==> src/rtl/div_pkg.sv <==
// Shared types and width constant for the sequential restoring divider.
package div_pkg;

   localparam int DIV_N = 16;

   typedef enum logic [1:0] {
      IDLE = 2'd0,
      CALC = 2'd1,
      DONE = 2'd2
   } div_state_t;

endpackage

==> src/rtl/div_step.sv <==
// One restoring-division step: shift in one dividend bit, trial-subtract, keep or restore.
// Purely combinational, no handshake; reused by div_unit on every CALC cycle.
module div_step
   import div_pkg::*;
#(
   parameter int N = DIV_N
)
(
   input  logic [N-1:0] i_r,
   input  logic         i_bit,
   input  logic [N-1:0] i_divisor,
   output logic [N-1:0] o_r,
   output logic         o_q
);

   logic [N:0] w_s;
   logic [N:0] w_t;

   assign w_s = {i_r, i_bit};
   assign w_t = w_s - {1'b0, i_divisor};

   // A set borrow bit means S < divisor, so restore S; either way the result is below the divisor.
   assign o_q = ~w_t[N];
   assign o_r = w_t[N] ? w_s[N-1:0] : w_t[N-1:0];

endmodule

==> src/rtl/div_unit.sv <==
// 2N/N unsigned restoring divider, one quotient bit per clock; N cycles normal, result right after accept on error.
// Valid/ready on both sides: in_ready only in IDLE, result held in DONE until out_ready.
module div_unit
   import div_pkg::*;
#(
   parameter int N = DIV_N
)
(
   input  logic           clk,
   input  logic           rst_n,
   input  logic           in_valid,
   output logic           in_ready,
   input  logic [2*N-1:0] dividend,
   input  logic [N-1:0]   divisor,
   output logic           out_valid,
   input  logic           out_ready,
   output logic [N-1:0]   quotient,
   output logic [N-1:0]   remainder,
   output logic           div_by_zero,
   output logic           overflow
);

   localparam int CW = $clog2(N) + 1;

   div_state_t   r_state;
   div_state_t   w_state_nxt;

   // Partial remainder always stays below the divisor after a step, so N bits hold it.
   logic [N-1:0]  r_rem;
   logic [N-1:0]  r_q;
   logic [N-1:0]  r_div;
   logic [CW-1:0] r_cnt;
   logic [N-1:0]  r_quotient;
   logic [N-1:0]  r_remainder;
   logic          r_dbz;
   logic          r_ovf;

   logic [N-1:0]  w_div_hi;
   logic          w_last;
   logic          w_qbit;
   logic [N-1:0]  w_rem_nxt;

   assign w_div_hi = dividend[2*N-1:N];
   assign w_last   = (r_cnt == CW'(N-1));

   div_step #(.N(N)) u_step (
      .i_r       (r_rem),
      .i_bit     (r_q[N-1]),
      .i_divisor (r_div),
      .o_r       (w_rem_nxt),
      .o_q       (w_qbit)
   );

   always_comb begin
      w_state_nxt = r_state;
      case (r_state)
         IDLE: begin
            if (in_valid) begin
               if ((divisor == '0) || (w_div_hi >= divisor)) w_state_nxt = DONE;
               else                                          w_state_nxt = CALC;
            end
         end
         CALC:    if (w_last)    w_state_nxt = DONE;
         DONE:    if (out_ready) w_state_nxt = IDLE;
         default: w_state_nxt = IDLE;
      endcase
   end

   always_ff @(posedge clk or negedge rst_n) begin
      if (!rst_n) r_state <= IDLE;
      else        r_state <= w_state_nxt;
   end

   always_ff @(posedge clk or negedge rst_n) begin
      if (!rst_n) begin
         r_rem       <= '0;
         r_q         <= '0;
         r_div       <= '0;
         r_cnt       <= '0;
         r_quotient  <= '0;
         r_remainder <= '0;
         r_dbz       <= 1'b0;
         r_ovf       <= 1'b0;
      end else begin
         case (r_state)
            IDLE: begin
               if (in_valid) begin
                  r_dbz <= 1'b0;
                  r_ovf <= 1'b0;
                  if (divisor == '0) begin
                     r_quotient  <= '1;
                     r_remainder <= dividend[N-1:0];
                     r_dbz       <= 1'b1;
                  end else if (w_div_hi >= divisor) begin
                     r_quotient  <= '1;
                     r_remainder <= '0;
                     r_ovf       <= 1'b1;
                  end else begin
                     r_rem <= w_div_hi;
                     r_q   <= dividend[N-1:0];
                     r_div <= divisor;
                     r_cnt <= '0;
                  end
               end
            end
            CALC: begin
               r_rem <= w_rem_nxt;
               r_q   <= {r_q[N-2:0], w_qbit};
               r_cnt <= r_cnt + 1'b1;
               if (w_last) begin
                  r_quotient  <= {r_q[N-2:0], w_qbit};
                  r_remainder <= w_rem_nxt;
               end
            end
            default: ;
         endcase
      end
   end

   assign in_ready    = (r_state == IDLE);
   assign out_valid   = (r_state == DONE);
   assign quotient    = r_quotient;
   assign remainder   = r_remainder;
   assign div_by_zero = r_dbz;
   assign overflow    = r_ovf;

endmodule

==> config.mk <==
export PLATFORM = sky130hd
export DESIGN_NAME = div_unit
export DESIGN_NICKNAME = d
export VERILOG_FILES = /design/src/rtl/div_pkg.sv /design/src/rtl/div_step.sv /design/src/rtl/div_unit.sv
export SDC_FILE = /design/constraint.sdc
export NUM_CORES = 1
export LEC_CHECK = 0
export BUFFER_PORTS_ARGS = -buffer_cell sky130_fd_sc_hd__buf_4
export CAP_MARGIN = 15
export CORE_MARGIN = 2
export CORE_UTILIZATION = 50
export DETAILED_ROUTE_END_ITERATION = 10
export GPL_ROUTABILITY_DRIVEN = 0
export GPL_TIMING_DRIVEN = 0
export PLACE_DENSITY = 0.72
export RECOVER_POWER = 25
export SYNTH_ARGS = -nofsm -noshare
export SYNTH_HDL_FRONTEND = slang
export SYNTH_SLANG_ARGS = --single-unit
==> constraint.sdc <==
create_clock -name clk -period 8.1 [get_ports clk]
set_input_delay 0.81 -clock clk [delete_from_list [all_inputs] [get_ports clk]]
set_output_delay 0.81 -clock clk [all_outputs]
set_load 0.005 [all_outputs]
==> results of run 1 <==
[metrics by stage]
step	instances	cell area [um2]	setup WS, ns
after global placement	800	6110	4.62
final	817	6300	3.28
after global routing	817	6300	2.41
after floorplan	577	5290	5.22
after detailed placement	800	6110	4.57
after CTS	816	6300	4.96
[state kept, by name, indices dropped and copies added (netlist names)]
| name | count |
|---|---|
| r_rem | 16 |
| div_by_zero | 1 |
| r_cnt | 5 |
| remainder | 16 |
| r_state | 2 |
| r_div | 16 |
| quotient | 16 |
| overflow | 1 |
| r_q | 16 |
[worst max-delay path by stage]
stage                     depth (start not counted)                        end  slack, ns
after CTS                                        10      r_rem[11]$_DFFE_PN0P_       4.96
after detailed placement                         10       r_rem[9]$_DFFE_PN0P_       4.57
after floorplan                                  10      r_rem[11]$_DFFE_PN0P_       5.22
after global routing                              2   remainder[9]$_DFFE_PN0P_       2.41
final                                             2  remainder[13]$_DFFE_PN0P_       3.28
after global placement                           11      r_rem[11]$_DFFE_PN0P_       4.62
[power by group]
group	internal [mW]	total, mW	leakage [nW]	switching, mW
registers	0.641	0.763	1.03	0.122
logic	0.727	1.74	1.80	1.02
clock network	0.120	0.309	0.0955	0.188
total	1.49	2.81	2.93	1.33
[cells in the final DEF (no fill, tap or decap), types with 18 or more instances in the layout]
master and instances:
dfrtp_1 89, o21ai_0 32, inv_1 43, ha_1 34, mux2i_1 27, nand2_1 66
a21oi_1 52, clkbuf_1 18, buf_4 87, nor2_1 52
[metal layers]
| metal | vias to the layer above | GRT usage, % | part of all wire [%] | wire [um] |
|---|---|---|---|---|
| li1 | 2252 | - | - | - |
| met1 | 2363 | 38.1 | 44 | 6720 |
| met2 | 178 | 43.4 | 47 | 7210 |
| met3 | 21 | 3.28 | 6.2 | 938 |
| met4 | 0 | 10.8 | 2.2 | 336 |
| met5 | - | 0 | 0 | 0 |
[cells by family (layout without fill, tap and decap cells)]
logic type | count (synthesis) | in the layout | share of synthesized area, %
adders and majority gates | 35 | 35 | 8.42
and+or+nand+nor | 179 | 179 | 15.6
AOI/OAI and AO/OA | 160 | 160 | 19.9
buffers and inverters | 67 | 171 | 5.06
muxes | 35 | 35 | 6.96
xor gates and xnor gates | 12 | 12 | 1.99
DFF | 89 | 89 | 42.1
[layout make-up]
class                           count  area share, %
Sequential cell                    89           35.3
Buffer                             24           1.69
Inverter                           43           2.56
Multi-Input combinational cell    421           44.3
Clock inverter                      7           1.11
Clock buffer                        9           1.96
Tap cell                          136           2.70
Timing Repair Buffer               88           10.4
==> out/metrics.yaml, run 1 <==
global_routing:
  grt_pass1_vias: 4740
  grt_max_degree: 90
  overflow: 0
  grt_pass1_wl_um: 24200
  grtUsageTotal_pct: 27.3
  grt_antenna_before_repair: 0
worst_setup_path:
  cpMostUsedCell: "clkbuf_1"
  path_cells: "clkbuf_1, clkbuf_1"
  worstPathMaxFanout: 72
  required_ns: 7.68
  rrSetupSlack_ns: 5.05
  startpoint_type: "input port"
  end_kind: "asynchronous set/reset pin"
  worstPathArrival_ns: 4.40
  critPathBufInv: 2
  r2r_start: "r_q[15]$_DFFE_PN0P_"
  crit_type: "input port to asynchronous set/reset pin"
  critical_path.slowest_cell: "clkbuf_1"
  cp_slowest_stage_delay_ns: 2.80
  reg2regPathDepth: 12
  startpoint: "rst_n"
  worst_r2r_endpoint: "remainder[7]$_DFFE_PN0P_"
  critPathTopFamily: "buffers and inverters"
die:
  rows: 37
  io-pin-count: 88
  core-area_mm2: 0.0103
  start_util_pct: 51.4
  die-area_mm2: 0.0114
  die_x_um: 107
  die_height_um: 107
detailed_routing:
  via_count: 4814
  routed_wl_um: 15200
  routedWlPerCell_um: 18.6
  antenna_left: 0
  route.detailed.drc: 0
  vias_per_cell: 5.89
  drtIter0Drc: 330
  firstDrtPassIters: 5
logic_synthesis:
  synth_top_cell_area_share_pct: 42.1
  synth_nets: 664
  synth_top_flop_cell: "dfrtp_1"
  synth_cells: 577
  synth.area.top_cells: "dfrtp_1, ha_1, mux2i_1"
  synthTopCellsByCount: "dfrtp_1, nand2_1, a21oi_1, nor2_1, inv_1"
  synth_top_area_cell: "dfrtp_1"
  ys_types: 63
  synth-edff-count: 0
  yosysSeqAreaShare_pct: 42.1
  yosys_warnings: 0
  async_reset_ff_share_pct: 100
  syn_area_mm2: 0.00529
  syn_avg_cell_area_um2: 9.16
  synth.most_common_cell: "dfrtp_1"
  ys_ff_latch: 89
hold_path:
  whs_path_depth: 2
  hold_path_class: "register to register"
  whs_endpoint: "overflow$_DFFE_PN0P_"
  min-delay-start: "overflow$_DFFE_PN0P_"
timing:
  fin_crit_ns: 4.82
  tightest_slew_ns: 3.93
  finalSetupTns_ns: 0
  rsz0062_at_grt: "false"
  hold_viol: 0
  period_share_pct: 59.5
  setup_viol: 0
  holdWs_ns: 0.485
  max_freq_mhz: 207
  drv_slew: 73
  skew_ns: 0.0141
  maxSlewHeadroom_pct: -162
final_layout:
  multi_input_area_mm2: 0.00279
  drive_above_1_share_pct: 18.4
  fill_cells: 924
  seq_area_mm2: 0.00223
  fin_util_pct: 61.3
  area_growth_pct: 19.2
  nets: 763
  diodes: 0
placement:
  io_buffers: 87
  hpwl_um: 11600
clock_tree:
  cts_resized: 0
  clock_path_buffers: 2
  cts_hold_buffers: 0
  cts_buffers: 9
  cts_tree: "done"
  cts.clk_slew.worst_paths_ns: 0.10
  clkLatencyLatePin_ns: 0.37
  postCtsSetupRepairBufs: 0
  h-tree-depth: 3
  cts_root_buffer: "clkbuf_8"
  cts_sinks: 89
run:
  maxCapViolCount: 1
run_status:
  violations: "max-capacitance violations, max-slew violations"
  outcome: "finished with violations"
power_and_ir_drop:
  power_density_mw_per_mm2: 446
  power.leakage_nw: 2.93
  total_power_mw: 2.81
  vdd_drop_max_mv: 0.211
Power figures use the tool's default switching activity.
==> run 2: changes to the inputs <==
--- a/config.mk
+++ b/config.mk
@@ -5,6 +5,7 @@
 export SDC_FILE = /design/constraint.sdc
 export NUM_CORES = 1
 export LEC_CHECK = 0
+export ABC_AREA = 1
 export BUFFER_PORTS_ARGS = -buffer_cell sky130_fd_sc_hd__buf_4
 export CAP_MARGIN = 15
 export CORE_MARGIN = 2
@@ -12,7 +13,7 @@
 export DETAILED_ROUTE_END_ITERATION = 10
 export GPL_ROUTABILITY_DRIVEN = 0
 export GPL_TIMING_DRIVEN = 0
-export PLACE_DENSITY = 0.72
+export PLACE_DENSITY = 0.71
 export RECOVER_POWER = 25
 export SYNTH_ARGS = -nofsm -noshare
 export SYNTH_HDL_FRONTEND = slang
==> constraint.sdc (replaced) <==
create_clock -name clk -period 4.47 [get_ports clk]
set_input_delay 0.447 -clock clk [delete_from_list [all_inputs] [get_ports clk]]
set_output_delay 0.447 -clock clk [all_outputs]
set_load 0.005 [all_outputs]
==> run 2 against run 1 <==
  * The flow still finishes with violations (max-capacitance violations, max-slew violations)
  * Utilization down 0.30 points
  * Power up 100%
  * Via count up 16%
  * Critical endpoint is now r_cnt[2]$_DFFE_PN0P_
==> out/metrics.yaml, run 2 <==
global_routing:
  grt_pass1_vias: 5291  # +12%
  overflow: 0  # unchanged
  grt_pass1_wl_um: 26900  # +11%
  grt_max_degree: 90  # unchanged
  grt_antenna_before_repair: 0  # unchanged
  grtUsageTotal_pct: 27.0  # -0.28 points
detailed_routing:
  route.detailed.drc: 0  # unchanged
  routed_wl_um: 16500  # +8.2%
  vias_per_cell: 5.20  # -12%
  firstDrtPassIters: 5  # unchanged
  via_count: 5591  # +16%
  routedWlPerCell_um: 15.3  # -18%
  antenna_left: 0  # unchanged
  drtIter0Drc: 490  # +48%
clock_tree:
  cts_tree: "done"
  cts_resized: 0  # unchanged
  postCtsSetupRepairBufs: 0  # unchanged
  h-tree-depth: 3  # unchanged
  cts_hold_buffers: 0  # unchanged
  cts_root_buffer: "clkbuf_16"
  cts_buffers: 9  # unchanged
  cts_sinks: 89  # unchanged
  cts.clk_slew.worst_paths_ns: 0.06  # -0.04 ns
  clkLatencyLatePin_ns: 0.34  # -0.03 ns
  clock_path_buffers: 2  # unchanged
worst_setup_path:
  worstPathArrival_ns: 3.00  # -1.40 ns
  r2r_start: "r_q[15]$_DFFE_PN0P_"
  rrSetupSlack_ns: 2.06  # -2.99 ns
  worstPathMaxFanout: 57  # -21%
  required_ns: 4.69  # -2.99 ns
  critPathBufInv: 2  # unchanged
  startpoint: "rst_n"
  path_depth: 2  # unchanged
  reg2regPathDepth: 16  # +4
  critical_path.slowest_cell: "clkbuf_1"
  crit_type: "input port to asynchronous set/reset pin"
  startpoint_type: "input port"
  critPathTopFamily: "buffers and inverters"
  end_kind: "asynchronous set/reset pin"
  worst_r2r_endpoint: "remainder[10]$_DFFE_PN0P_"
  path_cells: "clkbuf_1, clkbuf_2"
  cp_slowest_stage_delay_ns: 1.28  # -1.52 ns
power_and_ir_drop:
  power_density_mw_per_mm2: 802  # +80%
  vdd_drop_max_mv: 0.415  # +97%
  power.leakage_nw: 3.97  # +36%
  total_power_mw: 5.62  # +100%
die:
  die-area_mm2: 0.0127  # +11%
  die_x_um: 113  # +5.3%
  start_util_pct: 51.4  # -0.090 points
  rows: 39  # +5.4%
  core-area_mm2: 0.0115  # +12%
  io-pin-count: 88  # unchanged
  die_height_um: 113  # +5.3%
logic_synthesis:
  synth.area.top_cells: "dfrtp_1, nand2_1, ha_1"
  syn_area_mm2: 0.00589  # +11%
  synth_top_flop_cell: "dfrtp_1"
  syn_avg_cell_area_um2: 7.10  # -22%
  synthTopCellsByCount: "nand2_1, dfrtp_1, inv_1"
  async_reset_ff_share_pct: 100  # unchanged
  ys_ff_latch: 89  # unchanged
  synth.most_common_cell: "nand2_1"
  yosysSeqAreaShare_pct: 37.8  # -4.3 points
  synth_top_cell_area_share_pct: 37.8  # -4.3 points
  ys_types: 33  # -48%
  synth_top_area_cell: "dfrtp_1"
  synth_nets: 916  # +38%
  yosys_warnings: 0  # unchanged
  synth-edff-count: 0  # unchanged
  synth_cells: 829  # +44%
final_layout:
  mostFrequentLayoutCell: "nand2_1"
  diodes: 0  # unchanged
  drive_above_1_share_pct: 19.2  # +0.85 points
  final_area_mm2: 0.00700  # +11%
  area_growth_pct: 18.9
  final_cell_mix: "nand2_1, buf_4, inv_1, dfrtp_1, nand3_1"
  fin_util_pct: 61.0  # -0.30 points
  nets: 1015  # +33%
  fin_cells: 1075  # +32%
placement:
  io_buffers: 87  # unchanged
  place_area_mm2: 0.00672  # +10%
  place_inst: 1059  # +32%
  hpwl_um: 12900  # +11%
run_status:
  outcome: "finished with violations"
  violations: "max-capacitance violations, max-slew violations"
hold_path:
  whs_endpoint: "r_div[0]$_DFFE_PN0P_"
  hold_path_class: "input port to register"
  whs_path_depth: 3  # +1
  min-delay-start: "divisor[0]"
timing:
  rsz0062_at_grt: "false"
  drv_slew: 34  # -53%
  setup_viol: 0  # unchanged
  finalSetupTns_ns: 0  # unchanged
  period_share_pct: 62.3
  fin_crit_ns: 2.78
  tightest_slew_ns: 1.83  # -2.10 ns
  hold_viol: 0  # unchanged
  skew_ns: 0.00639  # -0.00771 ns
  max_freq_mhz: 359
  maxSlewHeadroom_pct: -22.2  # +140 points
run:
  maxCapViolCount: 1  # unchanged
-- run 2: changes by cell type in the layout (fill, tap and decap cells not counted), sizes merged, moves of 14 or more --
cell,before,now
nand2,66,350
nand3,15,91
inv,47,99
a21oi,54,15
mux2i,27,0
nor2,52,38
-- run 2: worst max-delay path by stage --
stage                                     end  slack [ns]
finish                   r_cnt[2]$_DFFE_PN0P_        1.69
global route             overflow$_DFFE_PN0P_        1.12
CTS                 remainder[11]$_DFFE_PN0P_        2.08
detailed placement  remainder[15]$_DFFE_PN0P_        2.02
global placement      quotient[7]$_DFFE_PN0P_        2.04
floorplan               r_rem[15]$_DFFE_PN0P_        2.41
-- run 2: stage by stage --
step | hold WS, ns | setup WS [ns]
2_1_floorplan | 0.151 | 2.41
3_3_place_gp | 0.457 | 2.04
3_5_place_dp | 0.466 | 2.02
4_1_cts | 0.356 | 2.08
5_1_grt | 0.380 | 1.12
6_report | 0.366 | 1.69
-- run 2: per-layer routing --
metal / global-route usage (%) / vias up / share of wire (%)
met5: 0 / - / 0
li1: - / 2803 / -
met3: 4.21 / 26 / 6.6
met1: 39.0 / 2541 / 47
met4: 8.62 / 0 / 2.2
met2: 41.8 / 221 / 44
-- run 2: area by class of cell --
type | instances | area [um2]
Fill cell | 1094 | 4470
Multi-Input combinational cell | 615 | 3120
Sequential cell | 89 | 2230
Timing Repair Buffer | 88 | 654
Inverter | 97 | 364
Clock buffer | 10 | 239
Buffer | 28 | 179
Tap cell | 143 | 179
Clock inverter | 5 | 38.8
-- run 2: tightest hold or removal path, delay by kind of cell --
family,cells,cell delay [ns]
AND/OR/NAND/NOR,2,0.14
buffers and inverters,1,0.10
-- run 2: cell families (layout without fill, tap and decap cells) --
family                   Yosys count  in the layout  synth area share, %
flip-flops                        89             89                 37.8
AND/OR/NAND/NOR                  505            505                 38.2
adder cells (fa/ha/maj)           35             35                 7.56
AO/OA/AOI/OAI                     68             68                 6.16
buffers and inverters            125            228                 9.22
XOR/XNOR                           7              7                 1.04
-- run 2: where the power goes --
| group | internal [mW] | total [mW] | switching (mW) |
|---|---|---|---|
| Clock | 0.393 | 0.719 | 0.326 |
| Sequential | 1.18 | 1.45 | 0.271 |
| Combinational | 1.28 | 3.45 | 2.17 |
| Total | 2.85 | 5.62 | 2.77 |
==> run 3: changes to the inputs <==
--- a/config.mk
+++ b/config.mk
@@ -13,7 +13,7 @@
 export DETAILED_ROUTE_END_ITERATION = 10
 export GPL_ROUTABILITY_DRIVEN = 0
 export GPL_TIMING_DRIVEN = 0
-export PLACE_DENSITY = 0.71
+export PLACE_DENSITY = 0.74
 export RECOVER_POWER = 25
 export SYNTH_ARGS = -nofsm -noshare
 export SYNTH_HDL_FRONTEND = slang
==> constraint.sdc (replaced) <==
create_clock -name clk -period 2.3 [get_ports clk]
set_input_delay 0.23 -clock clk [delete_from_list [all_inputs] [get_ports clk]]
set_output_delay 0.23 -clock clk [all_outputs]
set_load 0.005 [all_outputs]
==> run 3 against run 2 <==
  * The flow finishes with violations (negative setup slack)
  * Sequential power up 97%
  * First-iteration DRC count up 1.0%
  * Clock skew up 0.0033 ns
  * Hold slack worse by 0.22 ns
  * Power up 120%
  * Final area up 6.6%
  * Utilization up 4.0 points
  * Largest cell class unchanged
  * Highest routed layer unchanged
==> out/metrics.yaml, run 3 (same netlist as run 2, synthesis figures left out) <==
clock_tree:
  cts_sinks: 89  # unchanged
  cts.clk_slew.worst_paths_ns: 0.07  # about the same
  clkLatencyLatePin_ns: 0.35  # about the same
  clock_path_buffers: 2  # unchanged
  h-tree-depth: 3  # unchanged
  cts_buffers: 9  # unchanged
  cts_tree: "done"
  cts_root_buffer: "clkbuf_16"
power_and_ir_drop:
  power_density_mw_per_mm2: 1650  # +110%
  vdd_drop_max_mv: 0.801  # +93%
  power.leakage_nw: 4.16  # +4.8%
detailed_routing:
  firstDrtPassIters: 5  # unchanged
  vias_per_cell: 5.35  # +2.9%
  drtIter0Drc: 495  # +1.0%
  routedWlPerCell_um: 16.2  # +5.9%
  via_count: 5816  # +4.0%
  antenna_left: 0  # unchanged
  routed_wl_um: 17600  # +7.1%
  route.detailed.drc: 0  # unchanged
placement:
  place_area_mm2: 0.00672  # unchanged
  hpwl_um: 12900  # about the same
  post-place-ws_ns: -0.0842  # -2.10 ns
  io_buffers: 87  # unchanged
worst_setup_path:
  reg2regPathDepth: 17  # +1
  cpMostUsedCell: "nand2_4"
  end_kind: "register"
  crit_path_end: "remainder[15]$_DFFE_PN0P_"
  startpoint: "r_q[15]$_DFFE_PN0P_"
  critical_path.slowest_cell: "dfrtp_1"
  startpoint_type: "register"
  required_ns: 2.54  # -2.15 ns
  crit_type: "register to register"
  cp_slowest_stage_delay_ns: 0.40  # -0.88 ns
  worst_r2r_endpoint: "remainder[15]$_DFFE_PN0P_"
  r2r_start: "r_q[15]$_DFFE_PN0P_"
  worstPathArrival_ns: 2.56  # -0.44 ns
  rrSetupSlack_ns: -0.01  # -2.07 ns
  worstPathMaxFanout: 5  # -91%
  path_cells: "inv_2, ha_4, inv_4, fa_2, nand2_2, nand2_2, nand3_2, nand2_4, nand2_4, nand2_4, nand2_4, nand2_8, buf_12, nand3_4, nand3_1, nand2_1, nand2_1"
timing:
  fin_crit_ns: 2.31
  skew_ns: 0.00968  # +0.00329 ns
  tightest_slew_ns: 1.17  # -0.666 ns
  hold_viol: 0  # unchanged
  max_freq_mhz: 432
  period_share_pct: 101
  holdWs_ns: 0.143  # -0.223 ns
  rsz0062_at_grt: "true"
  finalSetupTns_ns: -0.0136  # -0.0136 ns
  drv_slew: 0  # -100%
  setup_viol: 2  # +2
  maxSlewHeadroom_pct: 22.2  # +44 points
  fin_ws_ns: -0.0135  # -1.70 ns
global_routing:
  grt_max_degree: 90  # unchanged
  grt_pass1_vias: 5282  # -0.17%
  grt_pass1_wl_um: 26600  # -1.2%
  grt_antenna_before_repair: 0  # unchanged
  overflow: 0  # unchanged
  grtUsageTotal_pct: 26.7  # -0.26 points
final_layout:
  final_area_mm2: 0.00746  # +6.6%
  diodes: 0  # unchanged
  mostFrequentLayoutCell: "nand2_1"
  nets: 1026  # +1.1%
  area_growth_pct: 26.7
  final_cell_mix: "nand2_1, buf_4, dfrtp_1"
  fill_cells: 1033  # -5.6%
  fin_util_pct: 65.1  # +4.0 points
  drive_above_1_share_pct: 24.2  # +4.9 points
die:
  die_x_um: 113  # unchanged
  io-pin-count: 88  # unchanged
  start_util_pct: 51.4  # unchanged
  rows: 39  # unchanged
  die_height_um: 113  # unchanged
  die-area_mm2: 0.0127  # unchanged
  core-area_mm2: 0.0115  # unchanged
run_status:
  outcome: "finished with violations"
  violations: "negative setup slack"
hold_path:
  hold_path_class: "input port to register"
run:
  maxCapViolCount: 0  # -1
run 3: cell count changes in the layout (fill, tap and decap cells not counted), sizes merged:
cell | before | now
clkbuf | 20 | 24
nand2 | 350 | 352
dlygate4sd3 | 0 | 1
clkinvlp | 1 | 2
buf | 106 | 110
run 3: worst min-delay path by stage:
stage	from	end	slack (ns)	cells after the start
floorplan	rst_n	div_by_zero$_DFFE_PN0P_	-0.07	0
global placement	r_q[6]$_DFFE_PN0P_	r_q[6]$_DFFE_PN0P_	0.46	2
detailed placement	r_q[6]$_DFFE_PN0P_	r_q[6]$_DFFE_PN0P_	0.47	2
CTS	rst_n	quotient[11]$_DFFE_PN0P_	0.14	1
global route	divisor[0]	r_div[0]$_DFFE_PN0P_	0.18	3
finish	divisor[0]	r_div[0]$_DFFE_PN0P_	0.14	3
run 3: area by class of cell:
type / count / area, um2 / area share, %
tap: 143 / 179 / 2.40
timing repair buffer: 97 / 788 / 10.6
multi-input combinational: 617 / 3440 / 46.1
clock buffer: 10 / 229 / 3.07
inverter: 97 / 367 / 4.91
sequential: 89 / 2230 / 29.9
buffer: 28 / 179 / 2.40
clock inverter: 6 / 50.0 / 0.670
run 3: power by group:
part | internal, mW | leakage, nW | total, mW | switching [mW]
clock | 0.744 | 0.130 | 1.40 | 0.660
combinational | 3.15 | 2.91 | 8.04 | 4.88
sequential | 2.29 | 1.12 | 2.86 | 0.574
run 3: timing repair:
item | 4_1_cts | 5_1_grt
hold buffers | 0 | 1
cloned | 0 | 4
setup endpoints to repair | 28 | 34
buffers inserted | 1 | 5
pin swaps | 1 | 16
endpoints found under the hold margin | 0 | 45
gates resized for setup | 2 | 57
run 3: routing by layer:
| metal | GRT usage, % | wire, um | up-vias | share of wire [%] |
|---|---|---|---|---|
| li1 | - | - | 2836 | - |
| met1 | 38.3 | 7570 | 2633 | 43 |
| met2 | 41.7 | 7960 | 293 | 45 |
| met3 | 4.32 | 1580 | 54 | 9.0 |
| met4 | 8.37 | 503 | 0 | 2.9 |
| met5 | 0 | 0 | - | 0 |
run 3: through the flow:
step / std cells / total power [mW]
after floorplan: 829 / 7.49
after global placement: 1059 / 9.34
after detailed placement: 1059 / 9.47
after CTS: 1076 / 10.9
after global routing: 1087 / 13.2
final: 1087 / 12.3
run 3: worst max-delay path, delay by kind of cell (launching register included):
| family | cells | cell delay, ns |
|---|---|---|
| simple gates | 12 | 1.02 |
| fa+ha+maj | 2 | 0.50 |
| flops | 1 | 0.40 |
| buf+inv | 3 | 0.27 |
